<file path="config.mk">
export PLATFORM = sky130hd
export DESIGN_NAME = timer_core
export DESIGN_NICKNAME = d
export VERILOG_FILES = /design/src/rtl/timer_core.sv
export SDC_FILE = /design/constraint.sdc
export NUM_CORES = 1
export LEC_CHECK = 0
export ABC_CLOCK_PERIOD_IN_PS = 6300
export CAP_MARGIN = 10
export CELL_PAD_IN_SITES_DETAIL_PLACEMENT = 1
export CELL_PAD_IN_SITES_GLOBAL_PLACEMENT = 1
export CORE_ASPECT_RATIO = 1.4
export CORE_UTILIZATION = 27
export CTS_CLUSTER_DIAMETER = 60
export CTS_CLUSTER_SIZE = 8
export DETAILED_ROUTE_END_ITERATION = 10
export PLACE_DENSITY = 0.5
export SKIP_LAST_GASP = 1
export SYNTH_ARGS = -nofsm -noshare
export SYNTH_HDL_FRONTEND = slang
export SYNTH_SLANG_ARGS = --single-unit
</file>
<file path="constraint.sdc">
create_clock -name clk -period 6.3 [get_ports clk]
set_input_delay 0.63 -clock clk [delete_from_list [all_inputs] [get_ports clk]]
set_output_delay 0.63 -clock clk [all_outputs]
set_load 0.1 [all_outputs]
</file>
<file path="src/rtl/timer_core.sv">
// Stopwatch / countdown engine: one registered FSM, a binary hh:mm:ss counter
// and a lap snapshot, presented as four BCD digits (15 = dash).
module timer_core #(
  parameter int HOUR_MAX = 23
) (
  input  logic       clk,
  input  logic       rst_n,
  input  logic       tick,
  input  logic       mode,
  input  logic       set,
  input  logic       show,
  input  logic       btn1,
  input  logic       btn2,
  output logic [3:0] disp0,
  output logic [3:0] disp1,
  output logic [3:0] disp2,
  output logic [3:0] disp3,
  output logic [2:0] state,
  output logic       running,
  output logic       done
);

  typedef enum logic [2:0] {
    IDLE     = 3'b000,
    SW_RUN   = 3'b001,
    SW_LAP   = 3'b010,
    SW_STOP  = 3'b011,
    CD_SET   = 3'b100,
    CD_RUN   = 3'b101,
    CD_LAP   = 3'b110,
    CD_PAUSE = 3'b111
  } state_t;

  localparam logic [6:0] HMAX = 7'(HOUR_MAX);

  state_t     state_q, state_d;
  logic [6:0] hh_q, hh_d, lap_hh_q, lap_hh_d;
  logic [5:0] mm_q, mm_d, lap_mm_q, lap_mm_d;
  logic [5:0] ss_q, ss_d, lap_ss_q, lap_ss_d;
  logic       done_q, done_d;
  logic       mode_q;
  logic       running_q;
  logic       running_d;
  logic       btn2_only;
  logic       is_zero;
  logic       is_one;
  logic       sw_count;
  logic       cd_count;

  always_comb begin
    state_d  = state_q;
    hh_d     = hh_q;
    mm_d     = mm_q;
    ss_d     = ss_q;
    lap_hh_d = lap_hh_q;
    lap_mm_d = lap_mm_q;
    lap_ss_d = lap_ss_q;
    done_d   = done_q;
    btn2_only = btn2 & ~btn1;
    is_zero  = (hh_q == 7'd0) && (mm_q == 6'd0) && (ss_q == 6'd0);
    is_one   = (hh_q == 7'd0) && (mm_q == 6'd0) && (ss_q == 6'd1);
    sw_count = ~mode_q & tick & ((state_q == SW_RUN) || (state_q == SW_LAP));
    cd_count = mode_q & tick & ((state_q == CD_RUN) || (state_q == CD_LAP)) & ~is_zero;

    if (mode != mode_q) begin
      state_d  = IDLE;
      hh_d     = 7'd0;
      mm_d     = 6'd0;
      ss_d     = 6'd0;
      lap_hh_d = 7'd0;
      lap_mm_d = 6'd0;
      lap_ss_d = 6'd0;
      done_d   = 1'b0;
    end else begin
      // Counting is decided by the pre-edge state, before any button moves it.
      if (sw_count) begin
        if (ss_q == 6'd59) begin
          ss_d = 6'd0;
          mm_d = (mm_q == 6'd59) ? 6'd0 : mm_q + 6'd1;
        end else begin
          ss_d = ss_q + 6'd1;
        end
      end
      if (cd_count) begin
        if (ss_q != 6'd0) begin
          ss_d = ss_q - 6'd1;
        end else begin
          ss_d = 6'd59;
          if (mm_q != 6'd0) begin
            mm_d = mm_q - 6'd1;
          end else begin
            mm_d = 6'd59;
            hh_d = hh_q - 7'd1;
          end
        end
      end

      case (state_q)
        IDLE: begin
          if (mode_q) begin
            if (set) begin
              state_d = CD_SET;
              done_d  = 1'b0;
            end
          end else if (btn1) begin
            state_d = SW_RUN;
          end
        end
        SW_RUN: begin
          if (btn1) begin
            state_d = SW_STOP;
          end else if (btn2_only) begin
            state_d  = SW_LAP;
            lap_hh_d = hh_q;
            lap_mm_d = mm_q;
            lap_ss_d = ss_q;
          end
        end
        SW_LAP: begin
          if (btn1)           state_d = SW_STOP;
          else if (btn2_only) state_d = SW_RUN;
        end
        SW_STOP: begin
          if (btn1) begin
            state_d = SW_RUN;
          end else if (btn2_only) begin
            state_d  = IDLE;
            hh_d     = 7'd0;
            mm_d     = 6'd0;
            ss_d     = 6'd0;
            lap_hh_d = 7'd0;
            lap_mm_d = 6'd0;
            lap_ss_d = 6'd0;
          end
        end
        CD_SET: begin
          ss_d = 6'd0;
          if (btn1)      hh_d = (hh_q == HMAX) ? 7'd0 : hh_q + 7'd1;
          if (btn2_only) mm_d = (mm_q == 6'd59) ? 6'd0 : mm_q + 6'd1;
          if (!set)      state_d = CD_PAUSE;
        end
        CD_PAUSE: begin
          if (set) begin
            state_d = CD_SET;
            done_d  = 1'b0;
          end else if (btn1) begin
            done_d = 1'b0;
            if (!is_zero) state_d = CD_RUN;
          end
        end
        CD_RUN: begin
          if (btn1) begin
            state_d = CD_PAUSE;
          end else if (btn2_only) begin
            state_d  = CD_LAP;
            lap_hh_d = hh_q;
            lap_mm_d = mm_q;
            lap_ss_d = ss_q;
          end
        end
        CD_LAP: begin
          if (btn1)           state_d = CD_PAUSE;
          else if (btn2_only) state_d = CD_RUN;
        end
      endcase

      // Reaching zero overrides whatever the buttons asked for.
      if (cd_count && is_one) begin
        done_d  = 1'b1;
        state_d = CD_PAUSE;
      end
    end

    running_d = (state_d == SW_RUN) || (state_d == SW_LAP) ||
                (state_d == CD_RUN) || (state_d == CD_LAP);
  end

  always_ff @(posedge clk or negedge rst_n) begin
    if (!rst_n) begin
      state_q   <= IDLE;
      hh_q      <= 7'd0;
      mm_q      <= 6'd0;
      ss_q      <= 6'd0;
      lap_hh_q  <= 7'd0;
      lap_mm_q  <= 6'd0;
      lap_ss_q  <= 6'd0;
      done_q    <= 1'b0;
      mode_q    <= 1'b0;
      running_q <= 1'b0;
    end else begin
      state_q   <= state_d;
      hh_q      <= hh_d;
      mm_q      <= mm_d;
      ss_q      <= ss_d;
      lap_hh_q  <= lap_hh_d;
      lap_mm_q  <= lap_mm_d;
      lap_ss_q  <= lap_ss_d;
      done_q    <= done_d;
      mode_q    <= mode;
      running_q <= running_d;
    end
  end

  function automatic logic [3:0] tens(input logic [6:0] v);
    logic [6:0] q;
    q = v / 7'd10;
    return q[3:0];
  endfunction

  function automatic logic [3:0] ones(input logic [6:0] v);
    logic [6:0] r;
    r = v % 7'd10;
    return r[3:0];
  endfunction

  logic       show_lap;
  logic [6:0] src_hh, src_mm, src_ss;

  always_comb begin
    show_lap = (state_q == SW_LAP) || (state_q == CD_LAP);
    src_hh   = show_lap ? lap_hh_q : hh_q;
    src_mm   = {1'b0, show_lap ? lap_mm_q : mm_q};
    src_ss   = {1'b0, show_lap ? lap_ss_q : ss_q};
    if (!mode_q) begin
      disp0 = tens(src_mm);
      disp1 = ones(src_mm);
      disp2 = tens(src_ss);
      disp3 = ones(src_ss);
    end else if (!show) begin
      disp0 = tens(src_hh);
      disp1 = ones(src_hh);
      disp2 = tens(src_mm);
      disp3 = ones(src_mm);
    end else begin
      disp0 = 4'd15;
      disp1 = 4'd15;
      disp2 = tens(src_ss);
      disp3 = ones(src_ss);
    end
  end

  assign state   = state_q;
  assign running = running_q;
  assign done    = done_q;

endmodule

</file>
* Yosys cells after proc, flatten, opt, wreduce, memory -nomap -nowiden
Index checks and enable logic that the tools add are counted.
Storage, ports and cells: register bits after elaboration 44, input bits 8, output and inout bits 21
Cells by class: add/subtract/negate cells 6, div/mod/pow operators 6, equality and inequality tests 23, mux-type cells 82, bitwise operators 9, reductions and logical operators 21
Operators by type and width (number):
- $mux 6 | 27
- $mux 7 | 14
- $mux 3 | 19
- $pmux 6 s2 | 4
- $mux 4 | 8
- $pmux 7 s2 | 2
- $pmux 3 s8 | 1
- $eq 3x3->1 const B | 6
- $div 6x4->7 const B | 2
- $mod 6x4->7 const B | 2
- $add 6x1->6 const B | 2
- $eq 6x6->1 const B | 2
- $logic_not 6->1 | 2
- $reduce_bool 6->1 | 2
- $sub 6x1->6 const B | 2
- $eq 3x2->1 const B | 3
- $ne 4x4->1 const B | 2
- $add 7x1->7 const B | 1
- $div 7x4->7 const B | 1
- $eq 7x5->1 const B | 1
- $logic_not 7->1 | 1
- $mod 7x4->7 const B | 1
- $sub 7x1->7 const B | 1
- $and 1x1->1 | 6
- other kinds (18) | 35

* Longest topological paths before layout
Gate-level depths: netlist of the first run.
depth in word-level cells 13, mapped depth 21, depth with buffers taken out 18

* Worst setup path after synthesis of the first run
Ideal clock, no wire load.
kind reg2out, start reg state_q[0] (netlist: state[0]), end out disp3[1], data arrival time 6410 ps, required time 5670 ps, path slack -740 ps, stages on the path, launching flop included 22, buffers on the path 3, cells stage by stage dfrtp_1 buf_6 nand2b_1 buf_4 buf_4 mux2i_1 inv_1 ha_1 a211oi_2 o21ai_0 a21oi_1 nor2_1 ha_1 inv_1 o21ai_0 a311oi_2 nor3_1 ha_1 o41ai_1 a21oi_2 xnor2_1 a211oi_1
Between the ends: cells in the longest elaborated chain, start to end 6, elaborated cells between the ends (all ways) 9, those cells by class div (2); eq/ne (2); mux (4); reduce/logical (1)
RTL lines:
- start: declaration | RTL line 36 | state_t state_q, state_d;
- start signal: assignment | RTL line 191 | state_q <= state_d;
- $eq 3x2->1 or $eq 3x3->1 (tied branches) | RTL line 220 | show_lap = (state_q == SW_LAP) || (state_q == CD_LAP);
- $logic_or 1x1->1 * | RTL line 220
- $mux 6 (on tied branches) | RTL line 222, 223
- $mod 6x4->7 | RTL line 212 | r = v % 7'd10;
- $mux 4 | RTL line 229 | end else if (!show) begin
- $mux 4 * | RTL line 224 | if (!mode_q) begin
- end: declaration | RTL line 17 | output logic [3:0] disp3,
Every way passes the cells marked *; elsewhere a longest branch is shown, timed or not.

* Worst setup path after layout of the first run
Ends and elaborated chain as after synthesis.

==> flow_metrics.py, run 1 <==
metrics = {
    "outcome": {
        "status": "finished, violations left",
        "violations": "DRC",
    },
    "setup_path": {
        "cp-start-kind": "flop",
        "crit_type": "flop to output pin",
        "rr_endpoint": "mm_q[3]",
        "setup.worst_path.end_class": "output pin",
        "worst_ep_arrival_time_ns": 4.82,
        "required_ns": 5.67,
        "r2r_start": "state[1]",
        "reg2reg_slack_ns": 3.18,
        "cp_max_fo": 20,
        "reg2regPathDepth": 8,
    },
    "yosys": {
        "synth_cell_types": 83,
        "synth_flop_cell": "dfrtp_1",
        "yosys_register_bits": 44,
        "avgSynthCellArea_um2": 7.998,
        "syn_nets": 586,
        "ys_warn_count": 0,
        "netlist_area_um2": 4487,
        "synthCells": 561,
        "synth_seq_area_share": 0.2454,
        "synth_edf_count": 0,
        "synthArstFlopShare": 1.000,
    },
    "sta": {
        "fmax_mhz": 183.7,
        "fin_setup_tns_ns": 0,
        "rsz0062_at_grt": "no",
        "final-setup-viol-count": 0,
        "min_period_over_period": 0.8643,
        "slew_headroom": 0.3416,
        "slew_viol_final": 0,
        "finalHoldViolCount": 0,
        "worst-slew-pin-transition_ns": 0.9846,
        "min_period_ns": 5.445,
        "fin_skew_ns": 0.004055,
        "worst_slack_ns": 0.8549,
    },
    "detailed_routing": {
        "wire_per_inst_um": 19.29,
        "wl_um": 14780,
        "post-route-drc-count": 8,
        "ant_nets": 0,
        "drt_iter0_drc": 215,
        "first_pass_iters": 7,
        "vias": 4318,
        "routed_via_density": 5.637,
    },
    "clock_tree": {
        "cts_tree": "done",
        "cts_resized": 0,
        "clkSinkCount": 44,
        "max-clock-path-buffers": 2,
        "cts_setup_buffers": 0,
        "clock_latency_ns": 0.29,
        "hold_buffers": 0,
        "root_buffer": "clkbuf_16",
        "cts_made_buffers": 5,
        "clkTransAtPathRegs_ns": 0.06,
        "cts_max_level": 2,
    },
    "die": {
        "die_h_um": 154.5,
        "rows": 55,
        "pin_count": 29,
        "die_area_um2": 17140,
        "core_area_um2": 16240,
        "die_w_um": 111.0,
        "start_util": 0.2763,
    },
    "placed_design": {
        "dp.cells": 758,
        "preCtsSetupSlack_ns": 1.110,
        "dpl.hpwl_um": 11380,
        "port_buffers": 27,
        "routabilityCongestion": 0.8292,
    },
    "grt": {
        "grt_overflow": 0,
        "grt_pass1_wl_um": 24880,
        "grt_max_degree": 45,
        "grt_pass1_vias": 4697,
        "track_usage": 0.1801,
        "antenna_found_initial": 0,
    },
    "pwr": {
        "irDropWorstVdd_v": 0.0001559,
        "powerDensity_nw_per_um2": 192.3,
        "leakage_nw": 2.054,
    },
    "cells_and_area": {
        "seqCellArea_um2": 1101,
        "fin_cells": 766,
        "final_cell_mix": "nor2_1, a21oi_1, dfrtp_1",
        "fillers": 1928,
        "final_common_cell": "nor2_1",
        "area_growth_syn_to_layout_pct": 14.58,
        "nets": 591,
        "diodes": 0,
        "drive_gt1_frac": 0.1058,
        "multiInputGateArea_um2": 3107,
    },
    "flow_run": {
        "drv_cap": 0,
    },
    "worst_hold_path": {
        "hold_path.class": "input pin to async pin",
    },
}
==> flip-flops by register name, indices dropped and copies added (netlist names) <==
register,count
ss_q,6
mm_q,6
done,1
lap_ss_q,6
lap_mm_q,6
hh_q,7
mode_q,1
running,1
lap_hh_q,7
state,3
==> power breakdown <==
group	internal (mW)	total, mW	switching, mW
clock	0.187	0.302	0.115
combinational	0.115	0.377	0.262
sequential	0.293	0.310	0.0170
==> synth_stat cells (3+ instances only) <==
cell | n | area share
nor2_1 | 52 | 0.044
a21oi_1 | 45 | 0.050
dfrtp_1 | 44 | 0.25
nand2_1 | 32 | 0.027
nor3_1 | 31 | 0.035
inv_1 | 26 | 0.022
o21ai_0 | 26 | 0.029
clkbuf_1 | 21 | 0.018
a22o_1 | 19 | 0.037
nand3_1 | 19 | 0.021
mux2i_1 | 18 | 0.040
ha_1 | 17 | 0.047
a211oi_1 | 14 | 0.023
a31oi_1 | 13 | 0.018
xnor2_1 | 12 | 0.023
nand2b_1 | 10 | 0.014
o211ai_1 | 9 | 0.015
nor4_1 | 7 | 0.0098
and3_1 | 6 | 0.0084
buf_1 | 6 | 0.0050
mux2_2 | 6 | 0.015
o21a_1 | 6 | 0.010
o22ai_1 | 6 | 0.0084
xor2_1 | 6 | 0.012
a22oi_1 | 5 | 0.0084
buf_2 | 5 | 0.0056
nor4bb_1 | 5 | 0.011
buf_6 | 4 | 0.010
nand4_1 | 4 | 0.0056
nor2b_1 | 4 | 0.0056
nor3b_1 | 4 | 0.0067
a311oi_1 | 3 | 0.0059
buf_4 | 3 | 0.0050
o211a_1 | 3 | 0.0067
o21ai_1 | 3 | 0.0033
o31a_1 | 3 | 0.0059
or3_1 | 3 | 0.0042
==> area by class of cell <==
class                           count  share of cell area
Clock buffer                        6             0.02507
Clock inverter                      2            0.006814
Inverter                           28             0.02044
Multi-Input combinational cell    450              0.6043
Sequential cell                    44              0.2142
Tap cell                          199             0.04843
Timing Repair Buffer               37             0.08080
==> cells by family (layout without fill, tap and decap cells) <==
kind of cell | after synthesis | in the layout | share of synthesized area
other | 1 | 1 | 0.0008358
multiplexers | 29 | 29 | 0.07668
adder cells (fa/ha/maj) | 17 | 17 | 0.04741
XOR/XNOR | 18 | 18 | 0.03514
AND/OR/NAND/NOR | 191 | 191 | 0.2197
AO/OA/AOI/OAI | 194 | 194 | 0.3081
buffers and inverters | 67 | 73 | 0.06664
flip-flops | 44 | 44 | 0.2454
==> critical path: stages, from the launching register on <==
cell	delay, ns
dfrtp_1	0.32
buf_4	0.25
nand2b_1	0.42
mux2i_1	0.38
inv_1	0.13
ha_1	0.27
a211oi_2	0.30
o21ai_0	0.15
a21oi_1	0.17
nor2_1	0.08
ha_1	0.23
o21ai_0	0.14
a311oi_2	0.15
nor3_1	0.27
ha_1	0.30
o41ai_1	0.13
a21oi_2	0.20
xnor2_1	0.11
a211oi_2	0.31
buf_12	0.21
==> metrics by stage <==
| stage | hold WS (ns) | cell area, um^2 | utilization | power (mW) |
|---|---|---|---|---|
| after floorplan | 0.3344 | 4507 | - | 0.6021 |
| after global placement | 0.5105 | 4977 | 0.3065 | 0.6904 |
| after detailed placement | 0.5182 | 4977 | 0.3065 | 0.6948 |
| after CTS | 0.4599 | 5141 | 0.3166 | 1.004 |
| after global routing | 0.4932 | 5141 | 0.3166 | 1.042 |
| final | 0.4287 | 5141 | 0.3166 | 0.9888 |
==> how the worst max path moves through the flow <==
stage | depth (start not counted) | slack (ns) | from | end
2_1_floorplan | 19 | 0.07 | state[1] | disp1[3]
3_3_place_gp | 18 | 1.25 | state[0] | disp1[3]
3_5_place_dp | 18 | 1.11 | state[0] | disp1[3]
4_1_cts | 18 | 0.78 | state[0] | disp1[3]
5_1_grt | 19 | 0.48 | state[0] | disp3[1]
6_report | 19 | 0.85 | state[0] | disp3[1]
==> layer usage <==
layer | wire length, um | vias to the layer above | GRT usage
met5 | 0 | - | 0
met4 | 204 | 0 | 0.04566
met3 | 245 | 9 | 0.01489
met2 | 7562 | 51 | 0.3384
met1 | 6766 | 2140 | 0.2191
li1 | - | 2118 | -
Note: power is estimated with default switching activity, not from simulation.
==> inputs of run 2 (changes only) <==
Settings changed: SLEW_MARGIN from default to 5.
==> results of run 2 <==
Final layout, timing and power as in run 1 (identical DEF).
